**config.mk**
```make
export PLATFORM = sky130hd
export DESIGN_NAME = vpa_gen
export DESIGN_NICKNAME = d
export VERILOG_FILES = /design/src/rtl/vpa_gen.sv
export SDC_FILE = /design/constraint.sdc
export NUM_CORES = 1
export LEC_CHECK = 0
export CAP_MARGIN = 40
export CORE_ASPECT_RATIO = 0.8
export CORE_UTILIZATION = 45
export CTS_CLUSTER_DIAMETER = 100
export CTS_CLUSTER_SIZE = 40
export DETAILED_ROUTE_END_ITERATION = 12
export GPL_TIMING_DRIVEN = 0
export PLACE_DENSITY = 0.68
export SKIP_CTS_REPAIR_TIMING = 1
export SLEW_MARGIN = 20
export SYNTH_ARGS = -nofsm -noshare
export SYNTH_HDL_FRONTEND = slang
export SYNTH_SLANG_ARGS = --single-unit
```
**constraint.sdc**
```tcl
create_clock -name C7M -period 4.3 [get_ports C7M]
set_input_delay 0.86 -clock C7M [delete_from_list [all_inputs] [get_ports C7M]]
set_output_delay 0.86 -clock C7M [all_outputs]
set_load 0.005 [all_outputs]
```
**src/rtl/vpa_gen.sv**
```systemverilog
// vpa_gen: decides whether the current CPU bus cycle is a synchronous (6800-style) cycle.
// Drives VPA_n and CPUSPACE to the 6800-cycle emulator and raises BERR_n when the
// emulated cycle does not complete within TIMEOUT_CYCLES C7M periods.
// Optional build macro: VPA_GEN_AUTOVECTOR_EN - claim IACK cycles with VPA_n (autovector).
module vpa_gen #(
  parameter logic [7:0]  CIA_BASE       = 8'hBF,
  parameter int unsigned TIMEOUT_CYCLES = 40
) (
  input  logic       C7M,
  input  logic       RESET_n,
  input  logic       AS_CPU_n,
  input  logic [2:0] FC,
  input  logic [7:0] A,
  input  logic       M6800_DTACK_n,
  output logic       VPA_n,
  output logic       CPUSPACE,
  output logic       BERR_n
);

  localparam int unsigned CntW = $clog2(TIMEOUT_CYCLES + 1);
  localparam logic [CntW-1:0] CntLast = CntW'(TIMEOUT_CYCLES - 1);
  localparam logic [CntW-1:0] CntMax  = {CntW{1'b1}};

  localparam logic [2:0] StIdle   = 3'd0;
  localparam logic [2:0] StDecode = 3'd1;
  localparam logic [2:0] StActive = 3'd2;
  localparam logic [2:0] StPass   = 3'd3;
  localparam logic [2:0] StError  = 3'd4;

  logic [1:0]      as_sync_q;
  logic            as_s;
  logic            as_rel;
  logic [2:0]      state_q, state_d;
  logic [2:0]      fc_q, fc_d;
  logic [7:0]      a_q, a_d;
  logic            vpa_q, vpa_d;
  logic            berr_q, berr_d;
  logic            cs_q, cs_d;
  logic [CntW-1:0] cnt_q, cnt_d;
  logic            cia_hit;
  logic            iack_hit;

  // Two-stage synchroniser for the asynchronous address strobe.
  always_ff @(posedge C7M or negedge RESET_n) begin
    if (!RESET_n) begin
      as_sync_q <= 2'b11;
    end else begin
      as_sync_q <= {as_sync_q[0], AS_CPU_n};
    end
  end

  // The FSM register is the capture stage after the first flop, so the strobe reaches a
  // decision two edges after it moves. The second flop stretches the release so a strobe
  // that was high for only one sample still terminates the cycle.
  assign as_s   = as_sync_q[0];
  assign as_rel = as_sync_q[0] | as_sync_q[1];

  assign cia_hit = (fc_q != 3'd7) && (a_q == CIA_BASE);
`ifdef VPA_GEN_AUTOVECTOR_EN
  assign iack_hit = (fc_q == 3'd7) && (a_q[3:0] == 4'hF);
`else
  assign iack_hit = 1'b0;
`endif

  // Next-state logic; a released strobe overrides every other transition.
  always_comb begin
    state_d = state_q;
    fc_d    = fc_q;
    a_d     = a_q;
    vpa_d   = vpa_q;
    berr_d  = berr_q;
    cs_d    = cs_q;
    cnt_d   = cnt_q;
    if ((state_q != StIdle) && as_rel) begin
      vpa_d   = 1'b1;
      berr_d  = 1'b1;
      cs_d    = 1'b0;
      cnt_d   = '0;
      state_d = StIdle;
    end else begin
      case (state_q)
        StIdle: begin
          if (!as_s) begin
            fc_d    = FC;
            a_d     = A;
            cs_d    = (FC == 3'd7);
            state_d = StDecode;
          end
        end
        StDecode: begin
          if (cia_hit || iack_hit) begin
            vpa_d   = 1'b0;
            cnt_d   = '0;
            state_d = StActive;
          end else begin
            state_d = StPass;
          end
        end
        StActive: begin
          // A low DTACK freezes the count, so it wins even on the limit edge.
          if (M6800_DTACK_n) begin
            if (cnt_q == CntLast) begin
              vpa_d   = 1'b1;
              berr_d  = 1'b0;
              state_d = StError;
            end else if (cnt_q != CntMax) begin
              cnt_d = cnt_q + CntW'(1);
            end
          end
        end
        StPass:  ;
        StError: ;
        default: state_d = StIdle;
      endcase
    end
  end

  // State and output registers.
  always_ff @(posedge C7M or negedge RESET_n) begin
    if (!RESET_n) begin
      state_q <= StIdle;
      fc_q    <= 3'd0;
      a_q     <= 8'd0;
      vpa_q   <= 1'b1;
      berr_q  <= 1'b1;
      cs_q    <= 1'b0;
      cnt_q   <= '0;
    end else begin
      state_q <= state_d;
      fc_q    <= fc_d;
      a_q     <= a_d;
      vpa_q   <= vpa_d;
      berr_q  <= berr_d;
      cs_q    <= cs_d;
      cnt_q   <= cnt_d;
    end
  end

  // Raw strobe gives an immediate release at the end of the CPU cycle.
  assign VPA_n    = vpa_q | AS_CPU_n;
  assign BERR_n   = berr_q;
  assign CPUSPACE = cs_q;

endmodule

```
==> key figures <==
Setup path
  • Crit Path Class: primary input to primary output
  • FF-to-FF setup slack: roughly 2.6 ns
  • Req. time, crit path: roughly 3.4 ns
  • Worst r2r src: state_q[2]
  • CP Launch Type: primary input
  • Worst EP arrival: 2.04 ns
  • Worst-case reg-to-reg path depth: 5
  • CP Capture Type: primary output
  • Worst-path fanout max: 2
  • Crit Reg-Reg Endpoint: cnt_q[2]

Floorplan
  • Die Span Y: between 40 and 50 um
  • Initial Util: 0.499
  • Die area: 3060 sq um
  • Die X: 61.6 um
  • Cell row count: 16
  • IO Count: 18
  • Core region area: approximately 2600 sq um

Cells and area
  • Area Growth Syn to Fin: 20.1%
  • Inserted Diodes: 0
  • Post-Layout Cell Count: roughly 170
  • Nets@finish: 147
  • Layout cell share with drive strength beyond 1: 0.246
  • Seq. cell area: 631 sq um
  • Area of the multi-input gates: just under 600 sq um
  • Fillcell total: between 200 and 250

Drt
  • First-pass iteration count of the detailed router: 4
  • Metal2 WL: around 1100 um
  • Post-Route M1 WL: roughly 1200 um
  • Via count: between 900 and 1,000
  • Routed WL: 2500 um
  • Vias per cell: 5.70
  • Final ANT Viol Nets: 0
  • Drt wl/cell: roughly 15 um
  • Max Used Layer: met4
  • DR iter-0 viols: 52
  • Post-route DRC: 0
  • Total met3 wirelength after detailed routing: ~120 um

Power
  • Power per cell area: between 400 and 500 nW/um^2
  • LEAKAGE: about 0.66 nW
  • Peak supply drop: 0.254 mV

Clock network
  • Sink Count: 25
  • Worst-Skew Late Latency: a little over 0.3 ns
  • CTS tree: built
  • Clock root buffer: clkbuf_4
  • H-tree depth: 1
  • Inserted Clock Buffers: 3
  • Clock-pin transition on the worst setup and hold timing paths: about 0.13 ns
  • Max clock buf depth: 2

Synth
  • Post-synth ARST share: 1.00
  • Register area share after synthesis: 0.494
  • Post-synth EDFFs: 0
  • Synth cell count leaders: dfrtp_1, mux2_2
  • Yosys cell types: 48
  • Post-synthesis register bit count: 25
  • Synth top area cells: dfrtp_1, mux2_2, dfstp_2
  • Post-synth top area cell: dfrtp_1
  • Syn avg cell area: 11.8 sq um
  • Mapped Cells: around 110
  • Cell Area, Synth: 1280 sq um
  • Yosys top cell area share: 0.411
  • Count leader, synth: dfrtp_1
  • Post-synth top flop: dfrtp_1
  • Net count after synthesis: 124
  • Yosys warnings: 0

Min path
  • Worst hold start: as_sync_q[0]
  • Min-Delay Path Class: register to register
  • Worst hold path depth: 0
  • Hold Crit Endpoint: as_sync_q[1]

Timing
  • Final Critical Period: approximately 2.9 ns
  • Worst-margin pin slew: between 0.5 and 0.6 ns
  • Max-slew violations: 0
  • Max Clk Rate: between 300 and 400 MHz
  • Setup TNS: 0 ns
  • Endpoints failing setup: 0
  • RSZ-0062 raised after global routing: no
  • Final hold violation count: 0
  • Final period utilization: 0.674
  • Max transition margin: 0.609
  • Fin worst setup slack: about 1.4 ns
  • Layout Skew: ~0.0075 ns

Placement
  • RePlAce Congestion: around 0.80
  • Pre-CTS setup slack: ~1.4 ns
  • IO buf count: 17
  • HPWL after DPL: between 1500 and 2000 um
  • Placed cells: roughly 160

Job
  • Max Cap Viol: 0

Global routing
  • Antenna violations before repair: 0
  • Global-route wire length before repair: ~4300 um
  • Global Route Usage Sum: 0.190
  • Overflow after GRT: 0
  • Vias in the first global route: 910
  • Largest net degree at the start of global routing: 18

Outcome
  • Status: finished, final reports clean
==> sequential cells by signal, summed over array words and instances, names as in the netlist <==
signal,cells
a_q,8
cnt_q,6
fc_q,3
state_q,3
as_sync_q,2
BERR_n,1
CPUSPACE,1
vpa_q,1
==> where the power goes <==
group          internal [mW]  leakage (nW)  switching (mW)
clock network         0.0362        0.0150          0.0649
registers              0.303         0.307          0.0341
logic                  0.117         0.340           0.103
==> cells by family after synthesis <==
family	share of synthesized area
flops	0.494
simple gates	0.166
compound gates	0.155
mux	0.122
fa+ha+maj	0.00979
buf+inv	0.0470
xor+xnor	0.00686
==> metal layers <==
layer  track usage  vias to the layer above
li1              -                      455
met1         0.273                      463
met2         0.292                       26
met3        0.0551                        2
met4        0.0222                        0
met5             0                        -
==> critical path: stages <==
cell and delay, ns:
clkdlybuf4s50_1 0.43, or2_2 0.30, clkdlybuf4s50_1 0.44
==> final cells by class <==
| type | instances | area share |
|---|---|---|
| inverters | 2 | 0.00489 |
| multi-input cells | 74 | 0.383 |
| well taps | 36 | 0.0294 |
| plain buffers | 7 | 0.0343 |
| clock buffers | 4 | 0.0171 |
| flip-flops and latches | 25 | 0.411 |
| repair buffers | 18 | 0.121 |
==> cell usage in the layout (no fill, tap or decap), types with 4 or more instances in the layout <==
cell type	n
dfrtp_1	21
mux2_2	11
clkdlybuf4s50_1	17
nand3_1	4
nor3_1	4
nor2_1	4
dfstp_2	4
==> how the worst max path moves through the flow <==
stage             start     to  slack, ns  depth (start not counted)
2_1_floorplan  AS_CPU_n  VPA_n       2.30                          1
6_report       AS_CPU_n  VPA_n       1.40                          3
3_3_place_gp   AS_CPU_n  VPA_n       1.43                          3
3_5_place_dp   AS_CPU_n  VPA_n       1.39                          3
4_1_cts        AS_CPU_n  VPA_n       1.38                          3
5_1_grt        AS_CPU_n  VPA_n       1.36                          3
==> metrics by stage <==
stage	cell area [sq um]	hold WS [ns]	total power, mW	util
finish	1530	0.460	0.658	0.599
global route	1530	0.479	0.710	0.599
CTS	1530	0.455	0.669	0.599
detailed placement	1510	0.427	0.565	0.588
global placement	1490	0.416	0.551	0.583
floorplan	1280	0.394	0.498	-
(Power assumes the default switching activity.)
